`src/rtl/mem_port_arbiter_if.sv`:
```
// Cache-to-memory miss port bundle: I-side, D-side and slow-memory signals.
// slave = arbiter view, master = caches/memory environment view.
interface mem_port_arbiter_if #(
  parameter int AW = 28,
  parameter int DW = 128
);
  logic          i_read;
  logic          i_write;
  logic [AW-1:0] i_addr;
  logic [DW-1:0] i_wdata;
  logic [DW-1:0] i_rdata;
  logic          i_ready;
  logic          d_read;
  logic          d_write;
  logic [AW-1:0] d_addr;
  logic [DW-1:0] d_wdata;
  logic [DW-1:0] d_rdata;
  logic          d_ready;
  logic          mem_read;
  logic          mem_write;
  logic [AW-1:0] mem_addr;
  logic [DW-1:0] mem_wdata;
  logic [DW-1:0] mem_rdata;
  logic          mem_ready;

  modport slave (
    input  i_read, i_write, i_addr, i_wdata,
    output i_rdata, i_ready,
    input  d_read, d_write, d_addr, d_wdata,
    output d_rdata, d_ready,
    output mem_read, mem_write, mem_addr, mem_wdata,
    input  mem_rdata, mem_ready
  );

  modport master (
    output i_read, i_write, i_addr, i_wdata,
    input  i_rdata, i_ready,
    output d_read, d_write, d_addr, d_wdata,
    input  d_rdata, d_ready,
    input  mem_read, mem_write, mem_addr, mem_wdata,
    output mem_rdata, mem_ready
  );
endinterface

```
`src/rtl/mem_port_arbiter.sv`:
```
// Round-robin arbiter sharing one slow-memory line port between I and D caches.
// Ports: clk, rst (async, active-low), bus (slave modport), err (sticky watchdog).
module mem_port_arbiter #(
  parameter int AW     = 28,
  parameter int DW     = 128,
  parameter int TO_CYC = 1023
) (
  input  logic               clk,
  input  logic               rst,
  mem_port_arbiter_if.slave  bus,
  output logic               err
);

  localparam int CW = $clog2(TO_CYC + 1);
  localparam logic [CW-1:0] LIM = CW'(TO_CYC);

  typedef enum logic [1:0] {
    IDLE,
    GNT_I,
    GNT_D
  } state_t;

  state_t        state;
  state_t        state_nx;
  logic          last_d;
  logic          last_d_nx;
  logic          req_i;
  logic          req_d;
  logic          gnt_i;
  logic          gnt_d;
  logic [CW-1:0] wd;

  always_ff @(posedge clk or negedge rst) begin
    if (!rst) begin
      state  <= IDLE;
      last_d <= 1'b0;
    end else begin
      state  <= state_nx;
      last_d <= last_d_nx;
    end
  end

  always_comb begin
    state_nx    = state;
    last_d_nx   = last_d;
    gnt_i       = 1'b0;
    gnt_d       = 1'b0;
    bus.i_ready = 1'b0;
    bus.d_ready = 1'b0;
    bus.i_rdata = '0;
    bus.d_rdata = '0;
    req_i       = bus.i_read | bus.i_write;
    req_d       = bus.d_read | bus.d_write;
    unique case (state)
      IDLE: begin
        // On a tie the side not served last wins.
        gnt_d = req_d & (~req_i | ~last_d);
        gnt_i = req_i & ~gnt_d;
        if (gnt_i) begin
          state_nx  = GNT_I;
          last_d_nx = 1'b0;
        end else if (gnt_d) begin
          state_nx  = GNT_D;
          last_d_nx = 1'b1;
        end
      end
      GNT_I: begin
        bus.i_ready = bus.mem_ready;
        bus.i_rdata = bus.mem_rdata;
        if (bus.mem_ready) state_nx = IDLE;
      end
      GNT_D: begin
        bus.d_ready = bus.mem_ready;
        bus.d_rdata = bus.mem_rdata;
        if (bus.mem_ready) state_nx = IDLE;
      end
      default: state_nx = IDLE;
    endcase
  end

  // Read together with write is issued as a write.
  always_ff @(posedge clk or negedge rst) begin
    if (!rst) begin
      bus.mem_read  <= 1'b0;
      bus.mem_write <= 1'b0;
      bus.mem_addr  <= '0;
      bus.mem_wdata <= '0;
    end else if (gnt_i) begin
      bus.mem_read  <= bus.i_read & ~bus.i_write;
      bus.mem_write <= bus.i_write;
      bus.mem_addr  <= bus.i_addr;
      bus.mem_wdata <= bus.i_wdata;
    end else if (gnt_d) begin
      bus.mem_read  <= bus.d_read & ~bus.d_write;
      bus.mem_write <= bus.d_write;
      bus.mem_addr  <= bus.d_addr;
      bus.mem_wdata <= bus.d_wdata;
    end else if (state != IDLE && bus.mem_ready) begin
      bus.mem_read  <= 1'b0;
      bus.mem_write <= 1'b0;
    end
  end

  // Watchdog saturates; the stuck transaction keeps waiting.
  always_ff @(posedge clk or negedge rst) begin
    if (!rst) begin
      wd  <= '0;
      err <= 1'b0;
    end else if (state == IDLE) begin
      wd <= '0;
    end else if (!bus.mem_ready) begin
      if (wd != LIM) wd <= wd + 1'b1;
      if (wd == LIM - 1'b1) err <= 1'b1;
    end
  end

endmodule

```
`src/flat_wrapper.sv`:
```
// flat-port wrapper written by rule: the top's interface ports become plain ports
module mem_port_arbiter_flat 
#(
  parameter int AW     = 28,
  parameter int DW     = 128,
  parameter int TO_CYC = 1023
)
  (clk, rst, err, bus_i_read, bus_i_write, bus_i_addr, bus_i_wdata, bus_i_rdata, bus_i_ready, bus_d_read, bus_d_write, bus_d_addr, bus_d_wdata, bus_d_rdata, bus_d_ready, bus_mem_read, bus_mem_write, bus_mem_addr, bus_mem_wdata, bus_mem_rdata, bus_mem_ready);
  mem_port_arbiter_if #(.AW(AW), .DW(DW)) bus_i ();
  input  logic clk;
  input  logic rst;
  output logic err;
  input wire logic [$bits(bus_i.i_read)-1:0] bus_i_read;
  input wire logic [$bits(bus_i.i_write)-1:0] bus_i_write;
  input wire logic [$bits(bus_i.i_addr)-1:0] bus_i_addr;
  input wire logic [$bits(bus_i.i_wdata)-1:0] bus_i_wdata;
  output wire logic [$bits(bus_i.i_rdata)-1:0] bus_i_rdata;
  output wire logic [$bits(bus_i.i_ready)-1:0] bus_i_ready;
  input wire logic [$bits(bus_i.d_read)-1:0] bus_d_read;
  input wire logic [$bits(bus_i.d_write)-1:0] bus_d_write;
  input wire logic [$bits(bus_i.d_addr)-1:0] bus_d_addr;
  input wire logic [$bits(bus_i.d_wdata)-1:0] bus_d_wdata;
  output wire logic [$bits(bus_i.d_rdata)-1:0] bus_d_rdata;
  output wire logic [$bits(bus_i.d_ready)-1:0] bus_d_ready;
  output wire logic [$bits(bus_i.mem_read)-1:0] bus_mem_read;
  output wire logic [$bits(bus_i.mem_write)-1:0] bus_mem_write;
  output wire logic [$bits(bus_i.mem_addr)-1:0] bus_mem_addr;
  output wire logic [$bits(bus_i.mem_wdata)-1:0] bus_mem_wdata;
  input wire logic [$bits(bus_i.mem_rdata)-1:0] bus_mem_rdata;
  input wire logic [$bits(bus_i.mem_ready)-1:0] bus_mem_ready;
  assign bus_i.i_read = bus_i_read;
  assign bus_i.i_write = bus_i_write;
  assign bus_i.i_addr = bus_i_addr;
  assign bus_i.i_wdata = bus_i_wdata;
  assign bus_i_rdata = bus_i.i_rdata;
  assign bus_i_ready = bus_i.i_ready;
  assign bus_i.d_read = bus_d_read;
  assign bus_i.d_write = bus_d_write;
  assign bus_i.d_addr = bus_d_addr;
  assign bus_i.d_wdata = bus_d_wdata;
  assign bus_d_rdata = bus_i.d_rdata;
  assign bus_d_ready = bus_i.d_ready;
  assign bus_mem_read = bus_i.mem_read;
  assign bus_mem_write = bus_i.mem_write;
  assign bus_mem_addr = bus_i.mem_addr;
  assign bus_mem_wdata = bus_i.mem_wdata;
  assign bus_i.mem_rdata = bus_mem_rdata;
  assign bus_i.mem_ready = bus_mem_ready;
  mem_port_arbiter #(.AW(AW), .DW(DW), .TO_CYC(TO_CYC)) u_core (.clk(clk), .rst(rst), .bus(bus_i), .err(err));
endmodule
```
`config.mk`:
```
export PLATFORM = sky130hd
export DESIGN_NAME = mem_port_arbiter_flat
export DESIGN_NICKNAME = d
export VERILOG_FILES = /design/src/rtl/mem_port_arbiter_if.sv /design/src/rtl/mem_port_arbiter.sv /design/src/flat_wrapper.sv
export SDC_FILE = /design/constraint.sdc
export NUM_CORES = 1
export LEC_CHECK = 0
export BUFFER_PORTS_ARGS = -buffer_cell sky130_fd_sc_hd__clkbuf_2
export CORE_AREA = 4 4 338 340
export CTS_CLUSTER_DIAMETER = 50
export DETAILED_ROUTE_END_ITERATION = 8
export DIE_AREA = 0 0 342 344
export PLACE_DENSITY_LB_ADDON = 0.12
export SLEW_MARGIN = 10
export SYNTH_ARGS = -nofsm -noshare
export SYNTH_HDL_FRONTEND = slang
export SYNTH_SLANG_ARGS = --single-unit
```
`constraint.sdc`:
```
create_clock -name clk -period 2.1 [get_ports clk]
set_input_delay 0.42 -clock clk [delete_from_list [all_inputs] [get_ports clk]]
set_output_delay 0.42 -clock clk [all_outputs]
set_load 0.02 [all_outputs]
```
==> run metrics, run 1 <==
Synth Area in Simple Gates=25.2%; drt pass-1 iters=4; Routed WL=70,700 um; Buf/Inv on CP=5; count of input and output buffers=863; synth unique cells=37; hold_sp=bus_i_wdata[76]; Synth top area share=43.8%; FMAX=421 MHz; filler cell count=12,600; first-pass GRT wire length=92,000 um; Min-Delay Endpoint=u_core.bus.mem_wdata[76]; Worst setup EP type=output port; final instance area=19,300 um^2; DRC Markers=0; worst path required time=1.68 ns; clock root buffer master=clkbuf_16; total core area=112,000 um^2; Switching Share=46.9%; syn avg cell area=9.19 um^2; post-route clock skew=0.0171 ns; GRT Residual Overflow=0; RSZ-0062 raised after global routing=yes; antenna viol nets, final=0; vias in the first global route=11,900; syn nets=1,520; Hold Vio Cnt, Final=0; sequential area share after synthesis=43.8%; max cap viols=0; failing checks=setup timing; Clk network pwr share=13.0%; Adder-Cell Fraction of Synth Area=0.637%; Vias per Instance=3.22; Synth Area in Compound Gates=9.66%; vias after detailed routing=11,300; worst hold path depth=3; Worst Path Class, Setup=flip-flop to output port; R2R Path End=u_core.wd[1]; top_reg_cell synth=dfrtp_1; Worst-Margin Slew=0.547 ns; reg2reg start=u_core.state[1]; CTS tree=done; initial antenna violation count=27; Async SR Flop Fraction=100%; Die W=342 um; CP max stage delay=0.40 ns; Reg power frac=22.2%; Die Footprint=118,000 um^2; initial core utilization=8.80%; Crit path max-delay family=buffers and inverters; Comb power frac=64.8%; I/O pin cnt=864; worst path cell trace=buf_4 > ha_4 > buf_12 > buf_12 > clkbuf_16 > and2_1 > buf_4; pin count of the biggest net entering global routing=47; fin crit share=113%; final setup vio count=261; Routed wire per std cell=20.2 um; pwr dens=1350 nW/um^2; clock-pin slew on the worst setup and hold paths=0.09 ns; cell taking the most area after synthesis=dfrtp_1; number of enable flip-flop cells after synthesis=0; Total GRT Usage=11.1%; commonest non-fill, non-tap cells in the layout=clkbuf_2 (652), and2_1 (175), dfrtp_1 (172), nand2_1 (171), mux2i_1 (155); number of clock sinks=172; Yosys warnings=0; Area contributors post-synth=dfrtp_1 (44%), and2_1 (17%), mux2i_1 (16%); HP Class=primary input to flip-flop; area growth from synthesis to layout=96.4%; Nets=2,440; Setup WS post-layout=-0.277 ns; reg2reg path depth=11; TritonCTS buffer count=17; Sw Pwr=12,300 uW; share of cells above drive strength 1=55.4%; routability cong.=0.909; cell area after synthesis=9820 um^2; Max-slew headroom=63.4%; final slew viol count=0; site row count=123; Clock Latency Late Sink=0.49 ns; Syn Inst Count=1,068; DP HPWL=57,300 um; Arrival @ worst endpoint=1.96 ns; stages on the worst setup path=7; Leak=0.0101 uW; outcome=complete, but fails checks; Pint=13,900 uW; DIE HEIGHT=344 um; htree depth=4; dpl ws=-0.00218 ns; post-synthesis xor/xnor area fraction=0.0892%; r2r setup slk=-0.06 ns; mux cell area share after synthesis=16.0%; nature of the critical path startpoint=flip-flop; worst vdd ir=0.513 mV; Period minus WS final=2.38 ns; commonest non-fill, non-tap cell in the layout=clkbuf_2; CP Max Fanout=8; Cell Area, Placed=16,500 um^2; FF+latch count, synth=172; initial DRC count=269; largest family of logic cells by synthesized area=simple AND/OR/NAND/NOR gates; CP max-delay cell=dfrtp_1; clk buf depth=2
-- synth_stat cells, drive strengths merged, types with 2 or more instances --
master,instances
a31oi,2
dfrtp,172
or3,2
mux2i,157
nor3,4
and3,2
and2,259
nor2b,3
nor2,9
buf,36
nand2,171
nor4,2
clkbuf,46
o21ai,164
nand3,5
o31ai,2
ha,5
nor3b,2
nand2b,2
or4,3
a21oi,5
inv,5
-- through the flow --
| stage | hold slack [ns] | power, uW | utilization (%) | setup TNS (ns) | instances |
|---|---|---|---|---|---|
| after floorplan | 0.124 | 14000 | - | 0 | 1068 |
| after global placement | 0.445 | 20300 | 14.7 | 0 | 3427 |
| after detailed placement | 0.448 | 20200 | 14.7 | -0.00218 | 3427 |
| after CTS | 0.135 | 25600 | 16.6 | -70.47 | 3483 |
| after global routing | 0.167 | 28100 | 17.3 | -86.24 | 3503 |
| final | 0.194 | 26100 | 17.3 | -45.50 | 3503 |
-- cell type report --
type / count / area, um^2 / share of cell area, %
sequential: 172 / 4300 / 22.3
multi-input combinational: 809 / 5340 / 27.7
timing repair buffer: 983 / 7140 / 37.0
antenna: 2 / 5.00 / 0.0260
inverter: 5 / 18.8 / 0.0973
clock inverter: 15 / 171 / 0.889
tap: 1500 / 1880 / 9.73
clock buffer: 17 / 425 / 2.21
-- worst min-delay path, cell delays in order --
cell and delay, ns:
clkbuf_2 0.07, mux2i_1 0.05, o21ai_1 0.10
-- flip-flops by register name, indices dropped and copies added, names as in the netlist --
register	cells
u_core.bus.mem_wdata	128
u_core.err	1
u_core.wd	10
u_core.state	2
u_core.bus.mem_read	1
u_core.bus.mem_write	1
u_core.last_d	1
u_core.bus.mem_addr	28
-- worst max-delay path by stage --
| stage | from | endpoint |
|---|---|---|
| global placement | u_core.state[1] | bus_i_rdata[18] |
| finish | u_core.state[0] | bus_i_rdata[20] |
| global route | u_core.state[0] | bus_d_rdata[39] |
| detailed placement | bus_i_read | u_core.bus.mem_addr[21] |
| floorplan | u_core.state[0] | u_core.wd[9] |
| CTS | u_core.state[0] | bus_i_rdata[76] |
-- power by group through the flow --
stage / sequential [uW] / clock, uW / combinational (uW)
detailed placement: 5860 / 0 / 14400
finish: 5800 / 3390 / 16900
global placement: 5890 / 0 / 14400
global route: 6030 / 3720 / 18300
floorplan: 7640 / 0 / 6360
CTS: 5840 / 3630 / 16200
-- cell families after synthesis --
kind of cell    count (synthesis)
simple gates                  467
compound gates                179
xor+xnor                        1
flops                         172
buf+inv                        87
mux                           157
fa+ha+maj                       5
-- per-layer routing --
metal | vias up | track usage, % | part of all wire (%)
met2 | 565 | 21.2 | 54
met3 | 92 | 4.09 | 8.5
met4 | 12 | 3.55 | 2.6
met1 | 5191 | 11.0 | 35
met5 | - | 0 | 0.11
li1 | 5403 | - | -
-- what timing repair did --
| item | 4_1_cts | 5_1_grt |
|---|---|---|
| buffers inserted | 16 | 14 |
| endpoints found under the setup margin | 258 | 314 |
| pin swaps | 7 | 0 |
| hold buffers | 1 | 0 |
| gates cloned | 7 | 9 |
| gates resized for setup | 296 | 283 |
| hold endpoints to repair | 35 | 0 |
Power figures use the tool's default switching activity.
==> inputs of run 2 (changes only) <==
- BUFFER_PORTS_ARGS: -buffer_cell sky130_fd_sc_hd__clkbuf_2 -> -buffer_cell sky130_fd_sc_hd__buf_2
- REMOVE_ABC_BUFFERS: default -> 1
==> run 2 against run 1 <==
Against the previous run: the flow still finishes with violations (setup timing); combinational power increased by 17%; clock skew rose by 0.0019 ns; sequential share of layout area shrank 1.4 points.
==> run metrics, run 2 (synthesized netlist as in run 1, its figures left out) <==
CTS tree=done; vias in the first global route=11,900 (-0.14%); final instance area=20,600 um^2 (+6.7%); commonest non-fill, non-tap cell in the layout=buf_2; htree depth=4 (unchanged); clock-pin slew on the worst setup and hold paths=0.09 ns (about the same); worst path cell trace=buf_6 > ha_4 > buf_12 > buf_12 > clkbuf_16 > and2_4 > buf_6; Leak=0.0106 uW (+4.9%); Nets=2,476 (+1.5%); commonest non-fill, non-tap cells in the layout=buf_2 (627), buf_6 (217), and2_4 (191), dfrtp_1 (172), nand2_1 (169); worst vdd ir=0.520 mV (+1.4%); pwr dens=1420 nW/um^2 (+4.5%); first-pass GRT wire length=94,700 um (+2.9%); initial antenna violation count=56 (+110%); nature of the critical path startpoint=flip-flop; total core area=112,000 um^2 (unchanged); share of cells above drive strength 1=61.7% (+6.3 points); TritonCTS buffer count=17 (unchanged); max FFs per register=128 (unchanged); Routed WL=76,400 um (+8.0%); max cap viols=0 (unchanged); count of input and output buffers=863 (unchanged); Hold WS=0.204 ns (+0.0102 ns); number of clock sinks=172 (unchanged); site row count=123 (unchanged); final slew viol count=0 (unchanged); Die Footprint=118,000 um^2 (unchanged); Period minus WS final=2.40 ns (+0.0205 ns); post-route clock skew=0.0191 ns (+0.00195 ns); CP Max Fanout=7 (-1); I/O pin cnt=864 (unchanged); largest registers=u_core.bus.mem_wdata (128), u_core.bus.mem_addr (28), u_core.wd (10); initial DRC count=359 (+33%); Comb power frac=67.8% (+3.0 points); final setup vio count=258 (-1.1%); CP max-delay cell=dfrtp_1; initial core utilization=8.80% (unchanged); Cell Area, Placed=16,300 um^2 (-0.73%); failing checks=setup timing; GRT Residual Overflow=0 (unchanged); routability cong.=0.906 (-0.38%); Routed wire per std cell=21.5 um (+6.7%); worst path required time=1.68 ns (about the same); Reg power frac=19.9% (-2.3 points); Pint=16,000 uW (+16%); Sw Pwr=13,100 uW (+6.8%); antenna viol nets, final=0 (unchanged); clock root buffer master=clkbuf_16; Arrival @ worst endpoint=1.98 ns (+0.02 ns); drt pass-1 iters=4 (unchanged); Total GRT Usage=11.5% (+0.47 points); Setup WS post-layout=-0.297 ns (-0.0205 ns); DP HPWL=58,500 um (+2.0%); Clk network pwr share=12.3% (-0.7 points); Worst-Margin Slew=0.499 ns (-0.0481 ns); Die W=342 um (unchanged); DRC Markers=0 (unchanged); largest reg by FF count=u_core.bus.mem_wdata; Worst Path Class, Setup=flip-flop to output port; fin crit share=114% (+0.97 points); FMAX=417 MHz (-0.85%); Max-slew headroom=66.6% (+3.2 points); RSZ-0062 raised after global routing=yes; Vias per Instance=3.27 (+1.8%); vias after detailed routing=11,600 (+3.1%); outcome=complete, but fails checks; Clock Latency Late Sink=0.48 ns (about the same); CP max stage delay=0.41 ns (about the same); DIE HEIGHT=344 um (unchanged); Worst setup EP type=output port; clk buf depth=2 (unchanged); Switching Share=45.0% (-2.0 points); area growth from synthesis to layout=110%; Hold Vio Cnt, Final=0 (unchanged); pin count of the biggest net entering global routing=83 (+77%); HP Class=primary input to flip-flop
-- run 2: what timing repair did --
item,CTS,global route
hold buffers,1,0
resized for setup,473,285
buffers inserted,25,32
pin swaps,50,41
gates cloned,20,21
endpoints found under the setup margin,265,419
hold endpoints to repair,37,0
-- run 2: layer usage --
layer / part of all wire (%) / global-route usage [%]
met1: 35 / 11.4
met2: 54 / 22.0
met3: 7.9 / 3.97
met4: 3.2 / 4.65
met5: 0.15 / 0
-- run 2: cell type report --
type                            instances  area [um^2]
Antenna cell                           10         25.0
Clock buffer                           19          453
Clock inverter                         12          176
Fill cell                           12500        91000
Inverter                                5         18.8
Multi-Input combinational cell        809         5650
Sequential cell                       172         4300
Tap cell                             1500         1880
Timing Repair Buffer                 1019         8070
-- run 2: worst paths after layout --
kind                                 startpoint                  endpoint  slack [ns]  depth (start not counted)
worst min-delay path            bus_i_wdata[72]  u_core.bus.mem_wdata[72]        0.20                          3
min in group asynchronous                   rst  u_core.bus.mem_wdata[83]        0.46                          2
max in group asynchronous                   rst   u_core.bus.mem_addr[27]        0.98                          3
worst min register to register       u_core.err                u_core.err        0.48                          1
worst max register to register  u_core.state[1]  u_core.bus.mem_wdata[98]        0.10                         12
worst max-delay path            u_core.state[1]           bus_d_rdata[17]       -0.30                          7
-- run 2: worst max-delay path: cells and delay by family, from the launching register on --
kind	cells	cell delay [ns]
flops	1	0.41
fa+ha+maj	1	0.19
buf+inv	5	0.71
simple gates	1	0.16
-- run 2: power groups by stage --
| stage | Sequential, uW | Clock, uW | Combinational [uW] |
|---|---|---|---|
| after floorplan | 7670 | 0 | 6280 |
| after global placement | 5870 | 0 | 14400 |
| after detailed placement | 5840 | 0 | 14400 |
| after CTS | 5840 | 3830 | 17700 |
| after global routing | 6030 | 3890 | 21100 |
| final | 5800 | 3580 | 19700 |
-- run 2: stage by stage --
step	utilization [%]	cells	setup slack [ns]	TNS [ns]	total power, uW
floorplan	-	986	-5.56	-1027.49	13900
global placement	14.6	3421	-0.0124	-0.0124	20300
detailed placement	14.6	3421	-0.0549	-0.204	20300
CTS	17.2	3498	-0.396	-94.51	27400
global route	18.4	3541	-0.389	-73.95	31000
finish	18.4	3546	-0.297	-48.55	29100
==> inputs of run 3 (changes only) <==
- ABC_AREA: default -> 1
- CORE_AREA: 4 4 338 340 -> 4 4 339 341
- DIE_AREA: 0 0 342 344 -> 0 0 343 345
- PLACE_DENSITY_LB_ADDON: 0.12 -> 0.25
==> run 3 against run 2 <==
Against the previous run: sequential power about the same; critical endpoint is now bus_d_rdata[37]; sequential cell count unchanged; the flow still finishes with violations (setup timing); via count up 28%; maximum frequency up 4.2%; die area up 0.58%; first-iteration DRC count up 91%; sequential share of layout area about the same; register-to-register slack better by 0.14 ns; global-route usage up 2.1 points; non-clock buffer count down 26; worst hold slack better by 0.0071 ns; highest routed layer unchanged; utilization about the same.
==> run metrics, run 3 <==
Worst setup EP type=output port; worst path cell trace=buf_6 > ha_4 > buf_16 > buf_6 > nand2_1 > inv_1 > buf_2; RSZ-0062 raised after global routing=yes; Hold Vio Cnt, Final=0 (unchanged); I/O pin cnt=864 (unchanged); max cap viols=0 (unchanged); largest registers=u_core.bus.mem_wdata (128), u_core.bus.mem_addr (28), u_core.wd (10); total core area=112,000 um^2 (+0.28%); initial core utilization=9.85% (+1.1 points); Crit path max-delay family=buffers and inverters; Die W=343 um (+0.29%); Nets=3,203 (+29%); vias in the first global route=14,500 (+22%); share of cells above drive strength 1=43.7% (-18 points); nature of the critical path startpoint=flip-flop; final setup vio count=258 (unchanged); Hold WS=0.211 ns (+0.00711 ns); initial DRC count=687 (+91%); Die Footprint=118,000 um^2 (+0.58%); Total GRT Usage=13.6% (+2.1 points); sequential area share after synthesis=39.1% (-4.8 points); count leader, synth=nand2_1; clk buf depth=2 (unchanged); CP max-delay cell=dfrtp_2; post-route clock skew=0.0161 ns (-0.00291 ns); first-pass GRT wire length=113,000 um (+20%); number of enable flip-flop cells after synthesis=0 (unchanged); DIE HEIGHT=345 um (+0.29%); TritonCTS buffer count=17 (unchanged); Worst Path Class, Setup=flip-flop to output port; pwr dens=1440 nW/um^2 (+1.8%); fin crit share=110% (-4.6 points); Buf/Inv on CP=5 (unchanged); htree depth=4 (unchanged); commonest cells in the netlist=nand2_1 (1,079), inv_1 (275), dfrtp_1 (172), nand3_1 (164), buf_2 (61); cell taking the most area after synthesis=dfrtp_1; Arrival @ worst endpoint=1.88 ns (-0.10 ns); area growth from synthesis to layout=87.1%; count of input and output buffers=863 (unchanged); drt pass-1 iters=5 (+1); synth unique cells=23 (-38%); HP Class=primary input to flip-flop; CP max stage delay=0.44 ns (+0.03 ns); Vias per Instance=3.46 (+5.8%); final slew viol count=0 (unchanged); top_reg_cell synth=dfrtp_1; Clock Latency Late Sink=0.48 ns (about the same); pin count of the biggest net entering global routing=59 (-29%); dpl ws=-0.0201 ns (+0.0349 ns); Syn Inst Count=1,853 (+74%); site row count=123 (unchanged); Max-slew headroom=72.6% (+6.0 points); Synth top area share=39.1% (-4.8 points); syn avg cell area=5.95 um^2 (-35%); largest reg by FF count=u_core.bus.mem_wdata; failing checks=setup timing; FMAX=435 MHz (+4.2%); most used cell, CP=buf_6; max FFs per register=128 (unchanged); routability cong.=0.892 (-1.5%); antenna viol nets, final=0 (unchanged); Setup WS post-layout=-0.201 ns (+0.0959 ns); vias after detailed routing=14,800 (+28%); Worst-Margin Slew=0.411 ns (-0.0882 ns); CTS tree=done; CP Max Fanout=11 (+4); worst path required time=1.68 ns (about the same); commonest non-fill, non-tap cells in the layout=nand2_1 (993), buf_2 (696), inv_1 (189), dfrtp_1 (171), nand3_1 (164); initial antenna violation count=77 (+38%); DP HPWL=71,700 um (+23%); commonest non-fill, non-tap cell in the layout=nand2_1; Leak=0.0133 uW (+25%); Area contributors post-synth=dfrtp_1 (39%), nand2_1 (37%), inv_1 (9.4%); Period minus WS final=2.30 ns (-0.0959 ns); cell area after synthesis=11,000 um^2 (+12%); FF+latch count, synth=172 (unchanged); clock-pin slew on the worst setup and hold paths=0.09 ns (about the same); number of clock sinks=172 (unchanged); Routed WL=86,400 um (+13%); clock root buffer master=clkbuf_16; DRC Markers=0 (unchanged); Async SR Flop Fraction=100% (unchanged); Routed wire per std cell=20.2 um (-6.2%); outcome=complete, but fails checks; Yosys warnings=0 (unchanged); GRT Residual Overflow=0 (unchanged); worst vdd ir=0.527 mV (+1.2%)
==> run 3: path summary, 6_finish.rpt <==
check / start / slack (ns) / end / depth (start not counted)
min in group asynchronous: rst / 0.41 / u_core.bus.mem_wdata[84] / 2
max in group asynchronous: rst / 1.01 / u_core.bus.mem_wdata[63] / 3
max reg2reg: u_core.state[1] / 0.24 / u_core.bus.mem_wdata[17] / 10
max: u_core.state[1] / -0.20 / bus_d_rdata[37] / 7
min: bus_d_wdata[14] / 0.21 / u_core.bus.mem_wdata[14] / 5
min reg2reg: u_core.bus.mem_wdata[29] / 0.48 / u_core.bus.mem_wdata[29] / 2
==> run 3: where the power goes <==
part	switching (uW)	total (uW)	internal [uW]
combinational	13000	20600	7620
clock	1700	3320	1620
sequential	888	5790	4910
total	15600	29700	14100
==> run 3: area by class of cell <==
type                    count  area (um^2)
clock inverters            14          145
inverters                 278         1060
diodes                     11         27.5
fillers                 13000        91300
flip-flops and latches    172         4310
multi-input cells        1289         5840
clock buffers              18          439
well taps                1500         1880
repair buffers            993         6940
==> run 3: per-layer routing <==
metal | vias to the layer above | GRT usage (%) | wire length (um)
met5 | - | 0 | 50
met4 | 8 | 3.72 | 2380
met3 | 146 | 2.95 | 5190
met2 | 667 | 26.6 | 46800
met1 | 6761 | 14.6 | 32000
li1 | 7228 | - | -
==> run 3: metrics by stage <==
step | area [um^2] | setup TNS [ns] | utilization [%] | std cells | power, uW
after floorplan | 10500 | -1739.62 | - | 1739 | 14500
after global routing | 20600 | -55.62 | 18.4 | 4269 | 32100
after detailed placement | 18100 | -0.151 | 16.1 | 4210 | 24500
final | 20600 | -33.12 | 18.4 | 4275 | 29700
after CTS | 19200 | -57.54 | 17.2 | 4253 | 28800
after global placement | 18100 | -0.0395 | 16.1 | 4210 | 24500
==> run 3: logic make-up after synthesis <==
group / after synthesis / share of synthesized area [%]
AOI/OAI and AO/OA: 16 / 0.954
xor gates and xnor gates: 3 / 0.238
adders and majority gates: 5 / 0.568
buffers and inverters: 392 / 14.0
DFF: 172 / 39.1
and+or+nand+nor: 1265 / 45.1
==> run 3: timing repair <==
| item | 4_1_cts | 5_1_grt |
|---|---|---|
| endpoints found under the hold margin | 31 | 0 |
| setup buffers | 6 | 6 |
| gates cloned | 4 | 7 |
| hold buffers | 1 | 0 |
| gates resized for setup | 140 | 428 |
| endpoints found under the setup margin | 258 | 264 |
| pin swaps | 2 | 41 |
==> run 3: worst register-to-register path: stages (launching register included) <==
cell	delay, ns
dfrtp_2	0.44
inv_4	0.07
buf_4	0.11
ha_4	0.21
nand2_1	0.19
nand2_8	0.15
inv_6	0.05
buf_12	0.16
buf_4	0.18
nand2_1	0.12
nand2_1	0.07
